### config.mk
export PLATFORM = sky130hd
export DESIGN_NAME = range_encoder
export DESIGN_NICKNAME = d
export VERILOG_FILES = /design/src/rtl/range_pkg.sv /design/src/rtl/isqrt_ceil_seq.sv /design/src/rtl/range_encoder.sv
export SDC_FILE = /design/constraint.sdc
export NUM_CORES = 1
export LEC_CHECK = 0
export ABC_CLOCK_PERIOD_IN_PS = 4100
export BUFFER_PORTS_ARGS = -buffer_cell sky130_fd_sc_hd__buf_2
export CAP_MARGIN = 10
export CORE_MARGIN = 2
export CORE_UTILIZATION = 35
export DETAILED_ROUTE_END_ITERATION = 10
export PLACE_DENSITY = 0.6
export SLEW_MARGIN = 30
export SYNTH_ARGS = -nofsm -noshare
export SYNTH_HDL_FRONTEND = slang
export SYNTH_SLANG_ARGS = --single-unit
### constraint.sdc
create_clock -name clk -period 4.1 [get_ports clk]
set_clock_uncertainty 0.15 [all_clocks]
set_input_delay 0.41 -clock clk [delete_from_list [all_inputs] [get_ports clk]]
set_output_delay 0.41 -clock clk [all_outputs]
set_load 0.03 [all_outputs]
### src/rtl/range_pkg.sv
// Purpose: shared types and sizing helpers for the range encoder and its benches.
// Latency: n/a (declarations only).
// Backpressure: n/a.
package range_pkg;

    // Encoder control states, in visiting order.
    typedef enum logic [2:0] {
        IDLE,
        DIFF,
        SQX,
        SQY,
        SQRT,
        FIN,
        HOLD
    } re_state_e;

    localparam int DEF_N   = 8;
    localparam int H_W     = 2 * DEF_N + 1;      // squared-distance width
    localparam int ROOT_W  = DEF_N + 1;          // root / rA field width
    localparam int SAT_VAL = (1 << DEF_N) - 1;   // largest encodable radius

    function automatic int h_width(input int n);
        return 2 * n + 1;
    endfunction

    function automatic int root_width(input int n);
        return n + 1;
    endfunction

    function automatic int sat_value(input int n);
        return (1 << n) - 1;
    endfunction

    // Cycles from the accept edge to the cycle in which out_valid is first high.
    function automatic int latency(input int n);
        return 3 * n + 4;
    endfunction

endpackage

### src/rtl/isqrt_ceil_seq.sv
// Purpose: iterative restoring square root (one root bit per cycle, MSB first) with ceil rounding and clamp.
// Latency: W/2 cycles after the start edge; done_o is high during the final iteration cycle.
// Backpressure: none; results hold until the next start, a new start restarts immediately.
//
// Ports: clk, rst (sync active-high), start_i loads rad_i; done_o flags the last iteration;
//        ceil_o = ceil(sqrt(rad_i)) clamped to MAXR; sat_o set when the clamp applied.
module isqrt_ceil_seq #(
    parameter int W    = 18,
    parameter int MAXR = 255
) (
    input  logic           clk,
    input  logic           rst,
    input  logic           start_i,
    input  logic [W-1:0]   rad_i,
    output logic           done_o,
    output logic [W/2-1:0] ceil_o,
    output logic           sat_o
);
    localparam int RW   = W / 2;
    localparam int REMW = RW + 3;   // remainder <= 2*root, plus two shifted-in bits
    localparam int CW   = (RW > 1) ? $clog2(RW) : 1;

    logic [W-1:0]    rad_q;
    logic [REMW-1:0] rem_q;
    logic [RW-1:0]   root_q;
    logic [CW-1:0]   cnt_q;
    logic            busy_q;

    logic [REMW-1:0] rem_sh;
    logic [REMW-1:0] trial;
    logic            ge;
    logic [RW:0]     ceil_w;

    // Bring down the next two radicand bits; the trial subtrahend is 4*root+1.
    assign rem_sh = {rem_q[REMW-3:0], rad_q[W-1 -: 2]};
    assign trial  = REMW'({root_q, 2'b01});
    assign ge     = (rem_sh >= trial);

    assign done_o = busy_q && (cnt_q == CW'(RW - 1));
    assign ceil_w = {1'b0, root_q} + {{RW{1'b0}}, (|rem_q)};
    assign sat_o  = (ceil_w > (RW + 1)'(MAXR));
    assign ceil_o = sat_o ? RW'(MAXR) : ceil_w[RW-1:0];

    always_ff @(posedge clk) begin
        if (rst) begin
            rad_q  <= '0;
            rem_q  <= '0;
            root_q <= '0;
            cnt_q  <= '0;
            busy_q <= 1'b0;
        end else if (start_i) begin
            rad_q  <= rad_i;
            rem_q  <= '0;
            root_q <= '0;
            cnt_q  <= '0;
            busy_q <= 1'b1;
        end else if (busy_q) begin
            rad_q  <= {rad_q[W-3:0], 2'b00};
            rem_q  <= ge ? (rem_sh - trial) : rem_sh;
            root_q <= {root_q[RW-2:0], ge};
            cnt_q  <= cnt_q + 1'b1;
            if (done_o) begin
                busy_q <= 1'b0;
            end
        end
    end

endmodule

### src/rtl/range_encoder.sv
// Purpose: compute minimal radius rA (rA^2 >= dx^2+dy^2) and emit the {xA, yA, rA} anchor record.
// Latency: out_valid first high 3N+4 cycles after the accept edge; one record per 3N+5 cycles.
// Backpressure: record held stable in HOLD until out_ready; in_ready only while IDLE.
//
// Ports: clk, rst (sync active-high); g_input {xD,yD} and a_xy {xA,yA} taken on in_valid&in_ready;
//        e_output {xA,yA,rA}, sat (radius clamped to 2^N-1), out_valid/out_ready handshake.
// Build option: RANGE_ENCODER_DIST_OUT_EN adds dist_sq (the squared distance H), valid with out_valid.
module range_encoder
    import range_pkg::*;
#(
    parameter int N = DEF_N
) (
    input  logic           clk,
    input  logic           rst,
    input  logic [2*N-1:0] g_input,
    input  logic [2*N-1:0] a_xy,
    input  logic           in_valid,
    output logic           in_ready,
    output logic [3*N:0]   e_output,
    output logic           sat,
    output logic           out_valid,
    input  logic           out_ready
`ifdef RANGE_ENCODER_DIST_OUT_EN
    ,
    output logic [2*N:0]   dist_sq
`endif
);
    localparam int HW = h_width(N);
    localparam int RW = root_width(N);
    localparam int CW = (N > 1) ? $clog2(N) : 1;

    re_state_e state_q, state_d;

    logic [N-1:0]  xd_q, yd_q, xa_q, ya_q;
    logic [N-1:0]  magx_q, magy_q;
    logic [HW-1:0] h_q, h_d;
    logic [CW-1:0] cnt_q, cnt_d;
    logic [3*N:0]  out_q;
    logic          sat_q;

    logic [N:0]    dx, dy;
    logic [N-1:0]  mag_sel;
    logic [HW-1:0] pp;
    logic          last_bit;
    logic          accept;
    logic          sq_start, sq_done, sq_sat;
    logic [RW-1:0] sq_ceil;

    assign accept = in_valid && (state_q == IDLE);

    // Sign-extend to N+1 bits so the difference never overflows.
    assign dx = {xd_q[N-1], xd_q} - {xa_q[N-1], xa_q};
    assign dy = {yd_q[N-1], yd_q} - {ya_q[N-1], ya_q};

    // Shift-add squarer: cnt_q walks the multiplier bits of the same magnitude.
    assign mag_sel  = (state_q == SQY) ? magy_q : magx_q;
    assign pp       = mag_sel[cnt_q] ? (HW'(mag_sel) << cnt_q) : '0;
    assign last_bit = (cnt_q == CW'(N - 1));

    always_comb begin
        state_d  = state_q;
        h_d      = h_q;
        cnt_d    = cnt_q;
        sq_start = 1'b0;
        case (state_q)
            IDLE: begin
                h_d   = '0;
                cnt_d = '0;
                if (in_valid) state_d = DIFF;
            end
            DIFF: state_d = SQX;
            SQX: begin
                h_d   = h_q + pp;
                cnt_d = cnt_q + 1'b1;
                if (last_bit) begin
                    state_d = SQY;
                    cnt_d   = '0;
                end
            end
            SQY: begin
                h_d   = h_q + pp;
                cnt_d = cnt_q + 1'b1;
                if (last_bit) begin
                    // The root unit loads the final H on the same edge we enter SQRT.
                    state_d  = SQRT;
                    cnt_d    = '0;
                    sq_start = 1'b1;
                end
            end
            SQRT: if (sq_done) state_d = FIN;
            FIN:  state_d = HOLD;
            HOLD: if (out_ready) state_d = IDLE;
            default: state_d = IDLE;
        endcase
    end

    always_ff @(posedge clk) begin
        if (rst) begin
            state_q <= IDLE;
            h_q     <= '0;
            cnt_q   <= '0;
            xd_q    <= '0;
            yd_q    <= '0;
            xa_q    <= '0;
            ya_q    <= '0;
            magx_q  <= '0;
            magy_q  <= '0;
            out_q   <= '0;
            sat_q   <= 1'b0;
        end else begin
            state_q <= state_d;
            h_q     <= h_d;
            cnt_q   <= cnt_d;
            if (accept) begin
                {xd_q, yd_q} <= g_input;
                {xa_q, ya_q} <= a_xy;
            end
            if (state_q == DIFF) begin
                magx_q <= dx[N] ? N'(-dx) : dx[N-1:0];
                magy_q <= dy[N] ? N'(-dy) : dy[N-1:0];
            end
            if (state_q == FIN) begin
                out_q <= {xa_q, ya_q, sq_ceil};
                sat_q <= sq_sat;
            end
        end
    end

    isqrt_ceil_seq #(
        .W    (2 * N + 2),
        .MAXR (sat_value(N))
    ) u_isqrt (
        .clk     (clk),
        .rst     (rst),
        .start_i (sq_start),
        .rad_i   ({1'b0, h_d}),
        .done_o  (sq_done),
        .ceil_o  (sq_ceil),
        .sat_o   (sq_sat)
    );

    assign in_ready  = (state_q == IDLE);
    assign out_valid = (state_q == HOLD);
    assign e_output  = out_q;
    assign sat       = sat_q;

`ifdef RANGE_ENCODER_DIST_OUT_EN
    logic [HW-1:0] dist_q;

    always_ff @(posedge clk) begin
        if (rst) begin
            dist_q <= '0;
        end else if (state_q == FIN) begin
            dist_q <= h_q;
        end
    end

    assign dist_sq = dist_q;
`endif

endmodule

==> metrics.txt, run 1 <==
Die Y=157 um; pwr dens=377 nW/um^2; Longest Clk Path Bufs=2; final setup TNS=0 ns; clock root buffer=clkbuf_16; post-route cell area=9380 um^2; input/output buffers=63; worst vdd ir=0.000217 V; synthesis-to-finish area growth=14.9%; vias in the first global route=6564; arrival time at the worst endpoint=3.96 ns; Hold Buf Count CTS=0; IO Pins=64; Req. time, crit path=4.26 ns; CTS HTree Levels=4; critical path's slowest cell=mux4_2; Mapped Nets=1083; crit path time final=3.81 ns; initial antenna violation count=0; Syn Std Cell Area=8160 um^2; CORE AREA=22800 um^2; ANT cells=0; asr flop ratio synth=0%; worst-path cell chain=nor2b_2 -> nand2_8 -> mux2i_1 -> mux4_2 -> nor2b_2 -> o21bai_4 -> and2_1 -> ha_1 -> a21o_1 -> a21oi_1 -> nor2_1 -> o41ai_2 -> nand2_1 -> o311ai_1 -> o22ai_1; dpl hpwl=13.9 mm; count of cell types in the netlist=69; Final Max Slew Viols=0; Global Route Usage Sum=16.2%; Post-synth top flop=dfxtp_1; HP Class=input pin to flip-flop; Via-to-Cell Ratio=5.04; final setup fails=0; Pwr Total=3.53 mW; Cell Rows=55; Synth Warn #=0; grt ovf=0; die width=157 um; first-pass GRT wire length=32.3 mm; Synth Register Bits=141; post-synth top area cell=dfxtp_1; TritonCTS clock tree=yes; Post-CTS Setup Repair Bufs=0; worst slew pin tran=0.876 ns; Util after Layout=41.2%; DP Cell Count=1331; top cells by area, synth=dfxtp_1 35%, mux2i_1 7.7%, ha_1 7.7%; Vias=6876; GPL Wtd Cong=0.824; final hold viol count=0; sequential share of the synthesized area=34.6%; CP startpoint kind=flip-flop; post-synthesis cell count=994; leakage power=3.69 nW; CP Max Fanout=10; routed length per instance=14.0 um; drt total wl=19.1 mm; status=completed; Die Footprint=24600 um^2; hold_ws=0.0653 ns; TritonCTS Buffers=17; Mapped Avg Cell Area=8.21 um^2; fin nets=1126; Clk Latency, worst-skew pair=0.43 ns; layout cell share with drive strength beyond 1=13.0%; pin count of the biggest net entering global routing=104; post-route ant nets=0; Final Instance Count excl. Fillers=1363; Cell Area, Placed=8770 um^2; Critical Path Max Stage Delay=0.50 ns; Starting Density=35.8%; RSZ-0062 raised after global routing=no; post-synth top area share=34.6%; DRC violations left=0; CTS clk-pin slew, worst paths=0.06 ns; Slew headroom=41.5%; total of max-cap violations=0; pre-CTS setup slack=0.204 ns; Tcrit/Tclk final=92.9%; critical path type=flip-flop to flip-flop; DRT Pass-1 Iters=5; Final Worst Setup Slack=0.293 ns; initial drt markers=346; cell mode on critical path=nor2b_2; Max Fclk=263 MHz; EDFF count, synth=0; CTS sink cnt=141; Worst setup EP type=flip-flop
[layout make-up]
class                      instances  area (um^2)
clock inverter                    12          135
tap                              313          392
fill                            2338        13400
inverter                          45          169
timing repair buffer              78          434
multi-input combinational        754         4970
clock buffer                      20          457
sequential                       141         2820
[cell usage in the layout (no fill, tap or decap), drive strengths merged, types with 7 or more instances in the layout]
cell / instances
mux2i: 63
nand2b: 10
o211ai: 7
a21oi: 95
nor2: 95
nor4: 10
a21o: 9
a211oi: 26
o2bb2ai: 8
nand4: 8
nand3: 14
ha: 50
inv: 48
xnor2: 23
buf: 78
dfxtp: 141
nor3b: 7
nand2: 138
or3: 10
clkbuf: 20
nor3: 18
o21ai: 37
xor2: 19
nor2b: 15
and2: 8
a22oi: 9
[worst max-delay path: cells and delay by family, from the launching register on]
family                   cells  cell delay [ns]
flip-flops                   1             0.32
AO/OA/AOI/OAI                6             1.27
multiplexers                 2             0.67
adder cells (fa/ha/maj)      1             0.30
AND/OR/NAND/NOR              6             0.98
[state kept, by name, summed over array words and instances (netlist names)]
register	count
e_output	25
u_isqrt.rad_q	18
h_q	17
u_isqrt.rem_q	12
u_isqrt.root_q	9
magx_q	8
magy_q	8
xa_q	8
xd_q	8
ya_q	8
yd_q	8
u_isqrt.cnt_q	4
cnt_q	3
state_q	3
sat	1
u_isqrt.busy_q	1
[routing by layer]
metal / wire [um] / share of wire (%) / global-route usage, %
met1: 9270 / 48 / 21.2
met3: 742 / 3.9 / 3.54
met4: 200 / 1.0 / 4.50
met5: 0 / 0 / 0
met2: 8930 / 47 / 26.7
[cell families after synthesis]
family / synth area share, %
DFF: 34.6
muxes: 8.55
buffers and inverters: 4.87
AOI/OAI and AO/OA: 19.2
and+or+nand+nor: 19.9
xor gates and xnor gates: 4.51
adders and majority gates: 8.40
[synth_stat cells, types with 3 or more instances]
cell       count
nand3_1       14
nor3b_1        7
and2_1         8
o21bai_1       3
inv_1         45
o22ai_1        5
fa_1           3
nand4_1        8
a21oi_1       92
a22o_1         6
o31ai_1        3
clkbuf_1      40
dfxtp_1      141
o21ai_0       35
nand3b_1       6
nor3_1        18
xnor2_1       23
a21oi_2        3
buf_6          3
or3_1         10
a22oi_1        9
mux2i_1       63
a31oi_1        4
nand2_1      137
ha_1          50
nand2b_1      10
o31a_1         3
nor4_1        10
buf_1          8
o211ai_1       7
nor2_1        94
nor2b_1       13
o21a_1         5
o2bb2ai_1      8
or2_2          4
a211oi_1      25
buf_2          3
and3_1         4
a21o_1         9
xor2_1        19
[power by group]
group          total, mW  internal [mW]  switching [mW]
sequential          1.44           1.41          0.0314
clock               1.56          0.931           0.627
combinational      0.532          0.216           0.317
total               3.53           2.56           0.975
[repair_timing]
action,CTS,global route
resized for setup,0,3
endpoints found under the setup margin,0,9
hold endpoints to repair,0,0
[path summary, 6_finish.rpt]
| kind | slack (ns) | from | depth (start not counted) | endpoint |
|---|---|---|---|---|
| setup / recovery | 0.29 | state_q[1] | 15 | u_isqrt.rad_q[16] |
| hold / removal | 0.07 | a_xy[11] | 3 | xa_q[3] |
| setup reg to reg | 0.29 | state_q[1] | 15 | u_isqrt.rad_q[16] |
| hold reg to reg | 0.30 | e_output[13] | 2 | e_output[13] |
(Power assumes the default switching activity.)
==> run 2: changes to the inputs <==
- SETUP_SLACK_MARGIN: not set -> 0.3
==> metrics.txt, run 2 (synthesized netlist as in run 1, its figures left out) <==
status=completed; Starting Density=35.8%; DRC violations left=0; first-pass GRT wire length=32.3 mm; post-route ant nets=0; Via-to-Cell Ratio=5.04; fillcell total=2328; synthesis-to-finish area growth=16.5%; hold_ws=0.0654 ns; CTS clk-pin slew, worst paths=0.06 ns; dpl hpwl=13.9 mm; vias in the first global route=6567; Die Y=157 um; IO Pins=64; commonest non-fill, non-tap cell in the layout=dfxtp_1; Longest Clk Path Bufs=2; Vias=6885; die width=157 um; Worst setup EP type=flip-flop; Clock Power Share=44.0%; Global Route Usage Sum=16.2%; Tcrit/Tclk final=90.1%; HP Class=input pin to flip-flop; Max Fclk=271 MHz; leakage power=3.71 nW; pwr dens=373 nW/um^2; final hold viol count=0; TritonCTS Buffers=17; ANT cells=0; combinational power share=15.2%; routed length per instance=14.2 um; worst-path cell chain=nor2b_4 -> nand2_8 -> mux2i_4 -> mux4_2 -> nor2b_4 -> o21bai_4 -> and2_4 -> ha_4 -> a21o_1 -> a21oi_2 -> nor2_1 -> o41ai_2 -> a21oi_1 -> mux2_4 -> o21ai_1; Final Max Slew Viols=0; post-route cell area=9510 um^2; total of max-cap violations=0; Slew headroom=39.8%; GPL Wtd Cong=0.824; CTS sink cnt=141; CTS HTree Levels=4; critical path type=flip-flop to flip-flop; CORE AREA=22800 um^2; clock root buffer=clkbuf_16; Pwr Total=3.55 mW; RSZ-0062 raised after global routing=yes; max reg flops=25; TritonCTS clock tree=yes; input/output buffers=63; final setup fails=0; critical path's slowest cell=mux4_2; pin count of the biggest net entering global routing=104; worst vdd ir=0.000218 V; Req. time, crit path=4.31 ns; Hold Buf Count CTS=0; cell mode on critical path=nor2b_4; arrival time at the worst endpoint=3.90 ns; crit path time final=3.70 ns; grt ovf=0; worst slew pin tran=0.902 ns; Critical Path Max Stage Delay=0.51 ns; Seq pwr share=40.8%; most frequent cells in the layout=139 x dfxtp_1, 136 x nand2_1, 93 x nor2_1; final setup TNS=0 ns; Cell Area, Placed=8770 um^2; Util after Layout=41.7%; CP Max Fanout=7; initial drt markers=356; fin nets=1130; Clk Latency, worst-skew pair=0.43 ns; drt total wl=19.4 mm; Cell Rows=55; initial antenna violation count=0; layout cell share with drive strength beyond 1=14.6%; DRT Pass-1 Iters=5; CP startpoint kind=flip-flop; Die Footprint=24600 um^2; Psw=0.982 mW; Sw Share=27.7%; Int Pwr=2.56 mW
run 2: area by class of cell:
type | count | area (um^2) | area share, %
multi-input cells | 755 | 5070 | 53.4
flip-flops and latches | 141 | 2830 | 29.7
clock buffers | 20 | 457 | 4.80
repair buffers | 81 | 457 | 4.80
well taps | 313 | 392 | 4.12
inverters | 45 | 169 | 1.78
clock inverters | 12 | 135 | 1.42
run 2: what timing repair did:
item                                   CTS  global route
pin swaps                                0            13
setup endpoints to repair                9            18
gates resized for setup                  3            22
gates cloned                             0             1
endpoints found under the hold margin    0             0
setup buffers                            0             3
run 2: worst paths after layout:
kind	start	endpoint	slack (ns)	cells past startpoint
max	state_q[1]	u_isqrt.rad_q[14]	0.40	15
min	g_input[13]	xd_q[5]	0.07	3
max reg2reg	state_q[1]	u_isqrt.rad_q[14]	0.40	15
min reg2reg	e_output[13]	e_output[13]	0.30	2
run 2: per-layer routing:
layer | wire, um | track usage [%] | share of wire [%]
met4 | 211 | 4.50 | 1.1
met1 | 9490 | 21.2 | 49
met2 | 9060 | 26.7 | 47
met5 | 0 | 0 | 0
met3 | 638 | 3.54 | 3.3
run 2: worst max-delay path: cells and delay by family, from the launching register on:
family | cells | cell delay [ns]
flip-flops | 1 | 0.33
AND/OR/NAND/NOR | 5 | 0.74
AO/OA/AOI/OAI | 6 | 1.14
adder cells (fa/ha/maj) | 1 | 0.21
multiplexers | 3 | 1.04
run 2: power groups by stage:
stage                     Combinational (mW)  Sequential, mW  Clock (mW)
final                                  0.539            1.45        1.56
after global routing                   0.615            1.45        1.65
after CTS                              0.538            1.44        1.59
after detailed placement               0.535            1.47           0
after global placement                 0.528            1.47           0
after floorplan                        0.425            1.46           0
run 2: stage by stage:
step                worst slack [ns]  instances
global route                   0.230       1367
finish                         0.405       1367
CTS                            0.334       1363
floorplan                      0.355        994
global placement               0.214       1331
detailed placement             0.204       1331
==> run 3: changes to the inputs <==
- SYNTH_HIERARCHICAL: not set -> 1
==> metrics.txt, run 3 <==
most frequent cells in the layout=166 x nand2_1, 139 x dfxtp_1, 120 x a21oi_1; final setup TNS=0 ns; Hold Buf Count CTS=0; initial drt markers=262; Die Footprint=25100 um^2; FF-to-FF End=u_isqrt/rad_q[11]; count of cell types in the netlist=71; ANT cells=0; Critical Path Max Stage Delay=0.49 ns; post-synth top area share=33.8%; Final Max Slew Viols=0; clock root buffer=clkbuf_16; TritonCTS Buffers=17; critical path's slowest cell=mux4_2; CP endpoint=u_isqrt/rad_q[11]; Tcrit/Tclk final=91.3%; Clk Latency, worst-skew pair=0.43 ns; RR Startpoint=state_q[1]; post-route ant nets=0; max reg flops=25; Register-to-Register Setup Slack=0.36 ns; Sw Share=30.2%; Req. time, crit path=4.23 ns; Slew headroom=45.8%; vias in the first global route=6836; post-synthesis cell count=1053; GPL Wtd Cong=0.866; leakage power=3.86 nW; combinational power share=16.5%; Util after Layout=41.6%; Die Y=158 um; CP top delay family=compound AO/OA/AOI/OAI gates; post-route cell area=9760 um^2; status=completed; Syn Std Cell Area=8350 um^2; DRT Pass-1 Iters=4; Cell Rows=56; fin nets=1191; Synth Register Bits=141; worst slew pin tran=0.813 ns; commonest non-fill, non-tap cell in the layout=nand2_1; final hold viol count=0; crit path launch=state_q[1]; Mapped Nets=1142; Global Route Usage Sum=16.5%; die width=158 um; Synth Warn #=6; Commonest cells post-synth=167 x nand2_1, 141 x dfxtp_1, 124 x a21oi_1, 103 x nor2_1, 55 x mux2i_1; total of max-cap violations=0; Seq pwr share=40.0%; critical path type=flip-flop to flip-flop; Longest Clk Path Bufs=2; arrival time at the worst endpoint=3.88 ns; Worst setup EP type=flip-flop; crit path time final=3.74 ns; Starting Density=35.6%; Post-synth top flop=dfxtp_1; Max Fclk=267 MHz; dpl hpwl=14.5 mm; synthesis-to-finish area growth=16.8%; asr flop ratio synth=0%; CP startpoint kind=flip-flop; worst vdd ir=0.000294 V; top cells by area, synth=dfxtp_1 34%, nand2_1 7.5%, ha_1 7.5%; CP Max Fanout=8; Int Pwr=2.52 mW; HP Class=input pin to flip-flop; EDFF count, synth=0; TritonCTS clock tree=yes; initial antenna violation count=0; grt ovf=0; pwr dens=370 nW/um^2; critical path depth=17; CTS clk-pin slew, worst paths=0.07 ns; drt total wl=20.3 mm; routed length per instance=14.1 um; Mapped Avg Cell Area=7.93 um^2; CORE AREA=23500 um^2; first-pass GRT wire length=33.4 mm; CTS sink cnt=141; worst path bufs/invs=1; input/output buffers=63; Vias=7234; worst-path cell chain=nor2b_4 -> nand2_8 -> mux2i_4 -> mux4_2 -> nor2b_4 -> o21bai_4 -> and2_4 -> ha_4 -> a21o_1 -> a211oi_2 -> nand3_2 -> a41oi_2 -> buf_4 -> xor2_1 -> o21ai_1 -> a21oi_1 -> nor2_1; cell mode on critical path=nor2b_4; layout cell share with drive strength beyond 1=15.9%; Clock Power Share=43.5%; pin count of the biggest net entering global routing=69; CTS HTree Levels=4; R2R depth=17; Pwr Total=3.61 mW; sequential share of the synthesized area=33.8%; DRC violations left=0; post-synth top area cell=dfxtp_1; most frequent cell after synthesis=nand2_1; hold_ws=0.0585 ns; RSZ-0062 raised after global routing=yes; Psw=1.09 mW; final setup fails=0; Cell Area, Placed=8960 um^2; Via-to-Cell Ratio=5.04; IO Pins=64
-- run 3: cell types whose count changed after synthesis, moves of 7 or more --
cell       before  now
nand2_1       137  167
mux2i_1        63   55
clkbuf_1       40   50
o2bb2ai_1       8    0
nand2b_1       10   17
nor2_1         94  103
nor2b_1        13   23
a21oi_1        92  124
-- run 3: cell families (layout without fill, tap and decap cells) --
kind of cell               after synthesis  in the layout  synth area share [%]
DFF                                    141            141                  33.8
AOI/OAI and AO/OA                      253            253                  18.6
and+or+nand+nor                        393            393                  21.5
muxes                                   61             61                  8.07
other                                    2              2                0.0899
xor gates and xnor gates                47             47                  4.93
adders and majority gates               53             53                  8.21
buffers and inverters                  103            165                  4.79
-- run 3: per-layer routing --
layer / vias to the layer above / global-route usage, % / part of all wire, %
met3: 17 / 3.59 / 3.4
met4: 0 / 4.42 / 1.3
met5: - / 0 / 0
met2: 99 / 27.0 / 46
li1: 3737 / - / -
met1: 3381 / 22.1 / 49
-- run 3: worst min path at each step --
stage	from	cells after the start	end	slack, ns
floorplan	xd_q[0]	2	xd_q[0]	0.29
finish	a_xy[11]	3	xa_q[3]	0.06
global route	a_xy[2]	3	ya_q[2]	0.05
global placement	e_output[24]	2	e_output[24]	0.29
CTS	a_xy[11]	3	xa_q[3]	0.05
detailed placement	e_output[20]	2	e_output[20]	0.29
-- run 3: cell type report --
class,instances,area [um^2]
well taps,319,399
flip-flops and latches,141,2830
fillers,2400,13700
repair buffers,88,505
inverters,45,169
clock buffers,17,425
multi-input cells,809,5260
clock inverters,15,171
-- run 3: worst register-to-register path: cells and delay by family, from the launching register on --
family	cells	cell delay, ns
xor+xnor	1	0.13
flops	1	0.33
fa+ha+maj	1	0.21
compound gates	6	1.11
buf+inv	1	0.14
simple gates	6	0.84
mux	2	0.71
-- run 3: power by group through the flow --
stage | sequential (mW) | combinational, mW | clock [mW]
3_3_place_gp | 1.47 | 0.575 | 0
2_1_floorplan | 1.46 | 0.458 | 0
4_1_cts | 1.44 | 0.586 | 1.60
6_report | 1.44 | 0.597 | 1.57
3_5_place_dp | 1.47 | 0.581 | 0
5_1_grt | 1.45 | 0.670 | 1.66
-- run 3: repair_timing --
action                                  4_1_cts  5_1_grt
resized for setup                             1       30
pin swaps                                     2       12
endpoints found under the hold margin         0        0
endpoints found under the setup margin        5       20
buffers inserted                              1        9
-- run 3: stage by stage --
step / worst slack, ns / instances
floorplan: 0.533 / 1053
global placement: 0.337 / 1392
detailed placement: 0.210 / 1392
CTS: 0.262 / 1425
global route: 0.155 / 1434
finish: 0.355 / 1434
